<file path="config.mk">
export PLATFORM = sky130hd
export DESIGN_NAME = alu_sequencer
export DESIGN_NICKNAME = d
export VERILOG_FILES = /design/src/rtl/alu_sequencer.sv
export SDC_FILE = /design/constraint.sdc
export NUM_CORES = 1
export LEC_CHECK = 0
export BUFFER_PORTS_ARGS = -buffer_cell sky130_fd_sc_hd__clkbuf_2
export CORE_ASPECT_RATIO = 1.75
export CORE_MARGIN = 2
export CORE_UTILIZATION = 32
export DETAILED_ROUTE_END_ITERATION = 7
export GPL_TIMING_DRIVEN = 0
export SYNTH_ARGS = -nofsm -noshare
export SYNTH_HDL_FRONTEND = slang
export SYNTH_SLANG_ARGS = --single-unit
</file>
<file path="constraint.sdc">
create_clock -name clk -period 2.8 [get_ports clk]
set_input_delay 0.14 -clock clk [delete_from_list [all_inputs] [get_ports clk]]
set_output_delay 0.14 -clock clk [all_outputs]
set_load 0.02 [all_outputs]
</file>
<file path="src/rtl/alu_sequencer.sv">
// ALU sequencer: accepts register/ALU commands, drives an external
// combinational ALU for one cycle and returns A plus {S,Z,P,CY}.
module alu_sequencer (
  input  logic       clk,
  input  logic       rst_n,
  input  logic       cmd_valid,
  output logic       cmd_ready,
  input  logic [1:0] cmd_kind,
  input  logic [3:0] cmd_op,
  input  logic [2:0] cmd_reg,
  input  logic [7:0] cmd_imm,
  output logic [7:0] alu_a,
  output logic [7:0] alu_b,
  output logic [3:0] alu_opcode,
  input  logic [7:0] alu_y,
  output logic       rsp_valid,
  input  logic       rsp_ready,
  output logic [7:0] rsp_data,
  output logic [3:0] rsp_flags,
  output logic       rsp_err
);

  typedef enum logic [1:0] {
    S_IDLE,
    S_ISSUE,
    S_RESP
  } state_e;

  localparam logic [3:0] OP_ADD = 4'h4;
  localparam logic [3:0] OP_SUB = 4'h5;
  localparam logic [3:0] OP_TX  = 4'h6;

  state_e     state_q, state_d;
  // Entries 0-6 are B..T; entry 7 is the accumulator A.
  logic [7:0] rf_q [8];
  logic [7:0] rf_d [8];
  logic [3:0] flags_q, flags_d;
  logic       err_q, err_d;
  logic [3:0] op_q, op_d;
  logic [7:0] opnd_q, opnd_d;

  logic       accept;
  logic [8:0] sum9;
  logic       cy;

  assign accept = cmd_valid && cmd_ready;

  always_ff @(posedge clk) begin
    if (!rst_n) begin
      state_q <= S_IDLE;
      rf_q    <= '{default: '0};
      flags_q <= '0;
      err_q   <= 1'b0;
      op_q    <= OP_TX;
      opnd_q  <= '0;
    end else begin
      state_q <= state_d;
      rf_q    <= rf_d;
      flags_q <= flags_d;
      err_q   <= err_d;
      op_q    <= op_d;
      opnd_q  <= opnd_d;
    end
  end

  always_comb begin
    state_d = state_q;
    unique case (state_q)
      S_IDLE: begin
        if (accept) begin
          if (!cmd_kind[1] && !cmd_op[3]) state_d = S_ISSUE;
          else                            state_d = S_RESP;
        end
      end
      S_ISSUE: state_d = S_RESP;
      S_RESP:  if (rsp_ready) state_d = S_IDLE;
      default: state_d = S_IDLE;
    endcase
  end

  always_comb begin
    sum9 = {1'b0, rf_q[7]} + {1'b0, opnd_q};
    unique case (op_q)
      OP_ADD:  cy = sum9[8];
      OP_SUB:  cy = (rf_q[7] < opnd_q);
      default: cy = 1'b0;
    endcase
  end

  // Operand/opcode return to TX/0 whenever the next state is not ISSUE.
  always_comb begin
    rf_d    = rf_q;
    flags_d = flags_q;
    err_d   = err_q;
    op_d    = OP_TX;
    opnd_d  = '0;
    unique case (state_q)
      S_IDLE: begin
        if (accept) begin
          unique case (cmd_kind)
            2'b00, 2'b01: begin
              if (cmd_op[3]) begin
                err_d = 1'b1;
              end else begin
                op_d   = cmd_op;
                opnd_d = cmd_kind[0] ? cmd_imm : rf_q[cmd_reg];
              end
            end
            2'b10: rf_d[cmd_reg] = cmd_imm;
            2'b11: rf_d[cmd_reg] = rf_q[7];
          endcase
        end
      end
      S_ISSUE: begin
        rf_d[7] = alu_y;
        flags_d = {alu_y[7], (alu_y == 8'h00), ~^alu_y, cy};
      end
      S_RESP: begin
        if (rsp_ready) err_d = 1'b0;
      end
      default: ;
    endcase
  end

  always_comb begin
    cmd_ready  = rst_n && (state_q == S_IDLE);
    rsp_valid  = (state_q == S_RESP);
    rsp_data   = rf_q[7];
    rsp_flags  = flags_q;
    rsp_err    = err_q;
    alu_a      = rf_q[7];
    alu_b      = opnd_q;
    alu_opcode = op_q;
  end

endmodule

</file>
==> results.md <==
- Power spread over the standard cell area amounts to 542 nW/µm².
- The die is 156 µm tall.
- During I/O placement, the number of pins put on the boundary was 64.
- The count of vias placed by the detailed router is 3721.
- The post-route minimum period is 2.13 ns.
- The placed instance count is 689.
- In the synthesized netlist, mux cells make up 7.64% of the area.
- The kind of critical path is flop to flop.
- Summed over all cells, the static leakage comes to 2.06 nW.
- The number of synthesized flops with an enable pin is 0.
- The tightest slew margin relative to the limit is 47.2%.
- The final critical path takes up 76.1% of the cycle.
- The clock reaches the later pin of the worst-skew pair after 0.35 ns.
- The largest family of logic cells by synthesized area is compound AO/OA/AOI/OAI gates.
- The maximum clock skew at final layout is 0.00871 ns.
- The flow ran to the end, and the final reports show no timing, DRC or antenna violations.
- The congestion estimate from routability-driven global placement came to 0.839.
- The number of warning messages in the yosys log is 0.
- The area of the mapped netlist is 4240 µm².
- The number of optimization iterations in the first detailed-route pass is 4.
- The initial antenna violation count is 0.
- The clock drives 82 sinks.
- The mean number of vias per cell is 5.26.
- The share of synthesized registers carrying an async set or reset is 0%.
- When the netlist entered floorplanning its net count stood at 504.
- The fraction of synthesized cell area in xor and xnor cells is 0.619%.
- The worst setup path is launched from a flop.
- The CTS tree is done.
- After global routing the overflow that remains totals 0.
- The count of nets left with antenna violations once routing finished came out at 0.
- The initial core utilization is 32.8%.
- The average instance in the mapped netlist occupies 9.29 µm².
- The estimated wirelength of the detail-placed design is 10.4 mm.
- After clock tree synthesis, the repair step resized 0 gates.
- The horizontal die dimension is 91.1 µm.
- The number of global-route vias before repair is 3813.
- The number of hold-slack violations in the final timing report is 0.
- The detailed-route DRC error count is 0.
- The first-pass GRT wire length is 20.6 mm.
- Entering global routing, the biggest net connects 14 pins.
- Setup repair after global routing left no endpoint under its margin.
- The row count is 55.
- The growth of design area from synthesis to finish is 20.2%.
- Data on the critical path arrives at its endpoint at 2.39 ns.
- The netlist uses 56 different library cells.
- The maximum VDD drop is 0.238 mV.
- The area of the core region is 12900 µm².
- For this block, the routed nets add up to 13.1 mm of wire.
- Synthesis produced a netlist whose cell count is 457.
- The class of the tightest hold or removal check is input port to flop.
- Max-cap violations in this run came to 0.
- Sequential elements use 38.7% of the synthesized area.
- The adder and majority gate portion of the synthesized area is 5.31%.
- The maximum net fanout on the critical path is 10.
- The worst setup path is captured at a flop.
- TritonCTS created 9 clock buffers.
- Setup total negative slack on the finished layout was measured at 0 ns.
- The number of buffers added on ports is 61.
- The number of pins exceeding their max-slew limit in the final report came to 0.
- The wire length per cell after detailed routing is 18.5 µm.
- The number of setup violations in the final report is 0.
- After clock tree synthesis, the clock-pin slew on the worst setup and hold paths is 0.06 ns.
- The post-route netlist has 25.0% of its cells at a drive strength greater than 1.
- In this run the deepest clock path goes through 2 buffers.
- The area share of and/or/nand/nor cells after synthesis is 18.9%.
- The die covers 14200 µm².
- The repair_antennas step left the layout with diodes totalling 0.
- The data required time of the critical path is 3.06 ns.
- The final layout contains 578 nets.
- The number of standard cells in the final layout excluding fillers is 707.
- In this run the clock root is driven by a sky130_fd_sc_hd__clkbuf_16.
- In the global route stage, overall resource usage came out at 18.9%.
- For the pin with the worst max-slew slack, the measured transition is 0.788 ns.
- The detailed router finished its first iteration with 272 violations.
- Counting flops and latches in the post-synthesis netlist gives 82.
- The leading register cell type out of synthesis is sky130_fd_sc_hd__dfxtp_1.
- In this run the number of H-tree levels came out at 3.
- Summing the areas of all compound-gate instances in the mapped netlist gives 20.0% of the synthesized area.
- Timing would allow up to 469 MHz.
synth_stat cells (2+ instances only):
library cell	instances	area, µm²
sky130_fd_sc_hd__a31oi_1	4	25.0
sky130_fd_sc_hd__mux2i_1	11	110
sky130_fd_sc_hd__mux2_2	7	78.8
sky130_fd_sc_hd__a211oi_1	57	428
sky130_fd_sc_hd__nand4_1	2	12.5
sky130_fd_sc_hd__dfxtp_1	82	1640
sky130_fd_sc_hd__nand2_1	12	45.0
sky130_fd_sc_hd__a221oi_1	3	26.3
sky130_fd_sc_hd__buf_2	9	45.0
sky130_fd_sc_hd__nand3_1	10	50.1
sky130_fd_sc_hd__buf_4	17	128
sky130_fd_sc_hd__and3_1	2	12.5
sky130_fd_sc_hd__nand2b_1	11	68.8
sky130_fd_sc_hd__o21ai_0	5	25.0
sky130_fd_sc_hd__a22oi_1	10	75.1
sky130_fd_sc_hd__xnor2_1	3	26.3
sky130_fd_sc_hd__nor2_1	66	248
sky130_fd_sc_hd__and3b_1	2	17.5
sky130_fd_sc_hd__mux4_2	6	135
sky130_fd_sc_hd__or2_2	2	12.5
sky130_fd_sc_hd__o311a_1	2	20.0
sky130_fd_sc_hd__nor3_4	3	48.8
sky130_fd_sc_hd__and2_1	2	12.5
sky130_fd_sc_hd__a21oi_1	18	90.1
sky130_fd_sc_hd__o211a_1	2	20.0
sky130_fd_sc_hd__inv_1	25	93.8
sky130_fd_sc_hd__buf_6	5	56.3
sky130_fd_sc_hd__nand3b_1	3	22.5
sky130_fd_sc_hd__clkbuf_1	11	41.3
sky130_fd_sc_hd__nor2b_1	9	56.3
sky130_fd_sc_hd__nor3_1	5	25.0
sky130_fd_sc_hd__nor4_4	5	106
sky130_fd_sc_hd__o22ai_1	6	37.5
sky130_fd_sc_hd__ha_1	18	225
registers in the layout (all words and copies together) (netlist names):
| register | count |
|---|---|
| rf_q | 56 |
| rsp_err | 1 |
| state_q | 2 |
| alu_b | 8 |
| alu_opcode | 3 |
| alu_a | 8 |
| rsp_flags | 4 |
power breakdown:
| group | switching, mW | internal (mW) | total [mW] |
|---|---|---|---|
| sequential | 0.0160 | 1.18 | 1.20 |
| combinational | 0.185 | 0.104 | 0.288 |
| clock | 0.477 | 0.799 | 1.28 |
| total | 0.677 | 2.09 | 2.76 |
layout make-up:
| class | instances | area, µm² |
|---|---|---|
| Buffer | 43 | 274 |
| Inverter | 26 | 97.6 |
| Tap cell | 171 | 214 |
| Timing Repair Buffer | 63 | 325 |
| Multi-Input combinational cell | 306 | 2230 |
| Clock inverter | 6 | 80.1 |
| Clock buffer | 10 | 239 |
| Fill cell | 1340 | 7840 |
| Sequential cell | 82 | 1640 |
cell families (layout without fill, tap and decap cells):
| kind of cell | after synthesis | in the layout |
|---|---|---|
| compound gates | 119 | 119 |
| xor+xnor | 3 | 3 |
| fa+ha+maj | 18 | 18 |
| buf+inv | 69 | 148 |
| flops | 82 | 82 |
| mux | 24 | 24 |
| other cells | 1 | 1 |
| simple gates | 141 | 141 |
cells in the final DEF (no fill, tap or decap), types with 4 or more instances in the layout:
cell type,Yosys,final
sky130_fd_sc_hd__buf_2,9,9
sky130_fd_sc_hd__nor2_1,66,66
sky130_fd_sc_hd__nand3_1,10,10
sky130_fd_sc_hd__o21ai_0,5,5
sky130_fd_sc_hd__clkbuf_16,0,9
sky130_fd_sc_hd__buf_4,17,17
sky130_fd_sc_hd__nand2_1,12,12
sky130_fd_sc_hd__buf_6,5,5
sky130_fd_sc_hd__mux2i_1,11,11
sky130_fd_sc_hd__nand2b_1,11,11
sky130_fd_sc_hd__inv_1,25,25
sky130_fd_sc_hd__a21oi_1,18,18
sky130_fd_sc_hd__clkbuf_1,11,11
sky130_fd_sc_hd__nor4_4,5,5
sky130_fd_sc_hd__mux4_2,6,6
sky130_fd_sc_hd__clkbuf_2,0,61
sky130_fd_sc_hd__o22ai_1,6,6
sky130_fd_sc_hd__a22oi_1,10,10
sky130_fd_sc_hd__dfxtp_1,82,82
sky130_fd_sc_hd__nor2b_1,9,9
sky130_fd_sc_hd__clkinv_2,0,4
sky130_fd_sc_hd__a31oi_1,4,4
sky130_fd_sc_hd__a211oi_1,57,57
sky130_fd_sc_hd__mux2_2,7,7
sky130_fd_sc_hd__ha_1,18,18
sky130_fd_sc_hd__nor3_1,5,5
per-stage QoR:
stage / total power, mW / setup WS (ns) / util (%) / instance area, µm² / hold WS, ns
2_1_floorplan: 1.41 / 0.965 / - / 4240 / 0.241
3_3_place_gp: 1.51 / 0.695 / 36.8 / 4760 / 0.326
3_5_place_dp: 1.51 / 0.659 / 36.8 / 4760 / 0.330
4_1_cts: 2.78 / 0.635 / 39.4 / 5100 / 0.00648
5_1_grt: 2.86 / 0.547 / 39.4 / 5100 / 0.0151
6_report: 2.76 / 0.669 / 39.4 / 5100 / 0.0103
worst max-delay path, stage by stage, from the launching register on:
cell	delay, ns
sky130_fd_sc_hd__dfxtp_1	0.37
sky130_fd_sc_hd__or3b_1	0.41
sky130_fd_sc_hd__buf_6	0.18
sky130_fd_sc_hd__nor4_4	0.59
sky130_fd_sc_hd__buf_6	0.23
sky130_fd_sc_hd__nor2_1	0.05
sky130_fd_sc_hd__a211oi_1	0.21
metal layers:
metal	GRT usage (%)	routed length [µm]	share of wire [%]	vias to the layer above
met3	3.08	474	3.6	29
met4	10.9	516	3.9	0
li1	-	-	-	1793
met1	17.0	4430	34	1793
met5	0	0	0	-
met2	38.6	7670	59	106
worst paths after layout:
path,from,endpoint,slack (ns),cells past startpoint
worst min-delay path,cmd_op[0],alu_opcode[0]$_SDFF_PP0_,0.01,2
worst max register to register,state_q[1]$_SDFFE_PN0P_,rf_q[30]$_SDFFE_PN0P_,0.67,6
worst max-delay path,state_q[1]$_SDFFE_PN0P_,rf_q[30]$_SDFFE_PN0P_,0.67,6
worst min register to register,rsp_flags[1]$_SDFFE_PN0P_,rsp_flags[1]$_SDFFE_PN0P_,0.46,2
what timing repair did:
item                      in CTS  in global routing
hold endpoints to repair       2                  0
setup buffers                  0                  0
hold buffers                   2                  0
(Power assumes the default switching activity.)
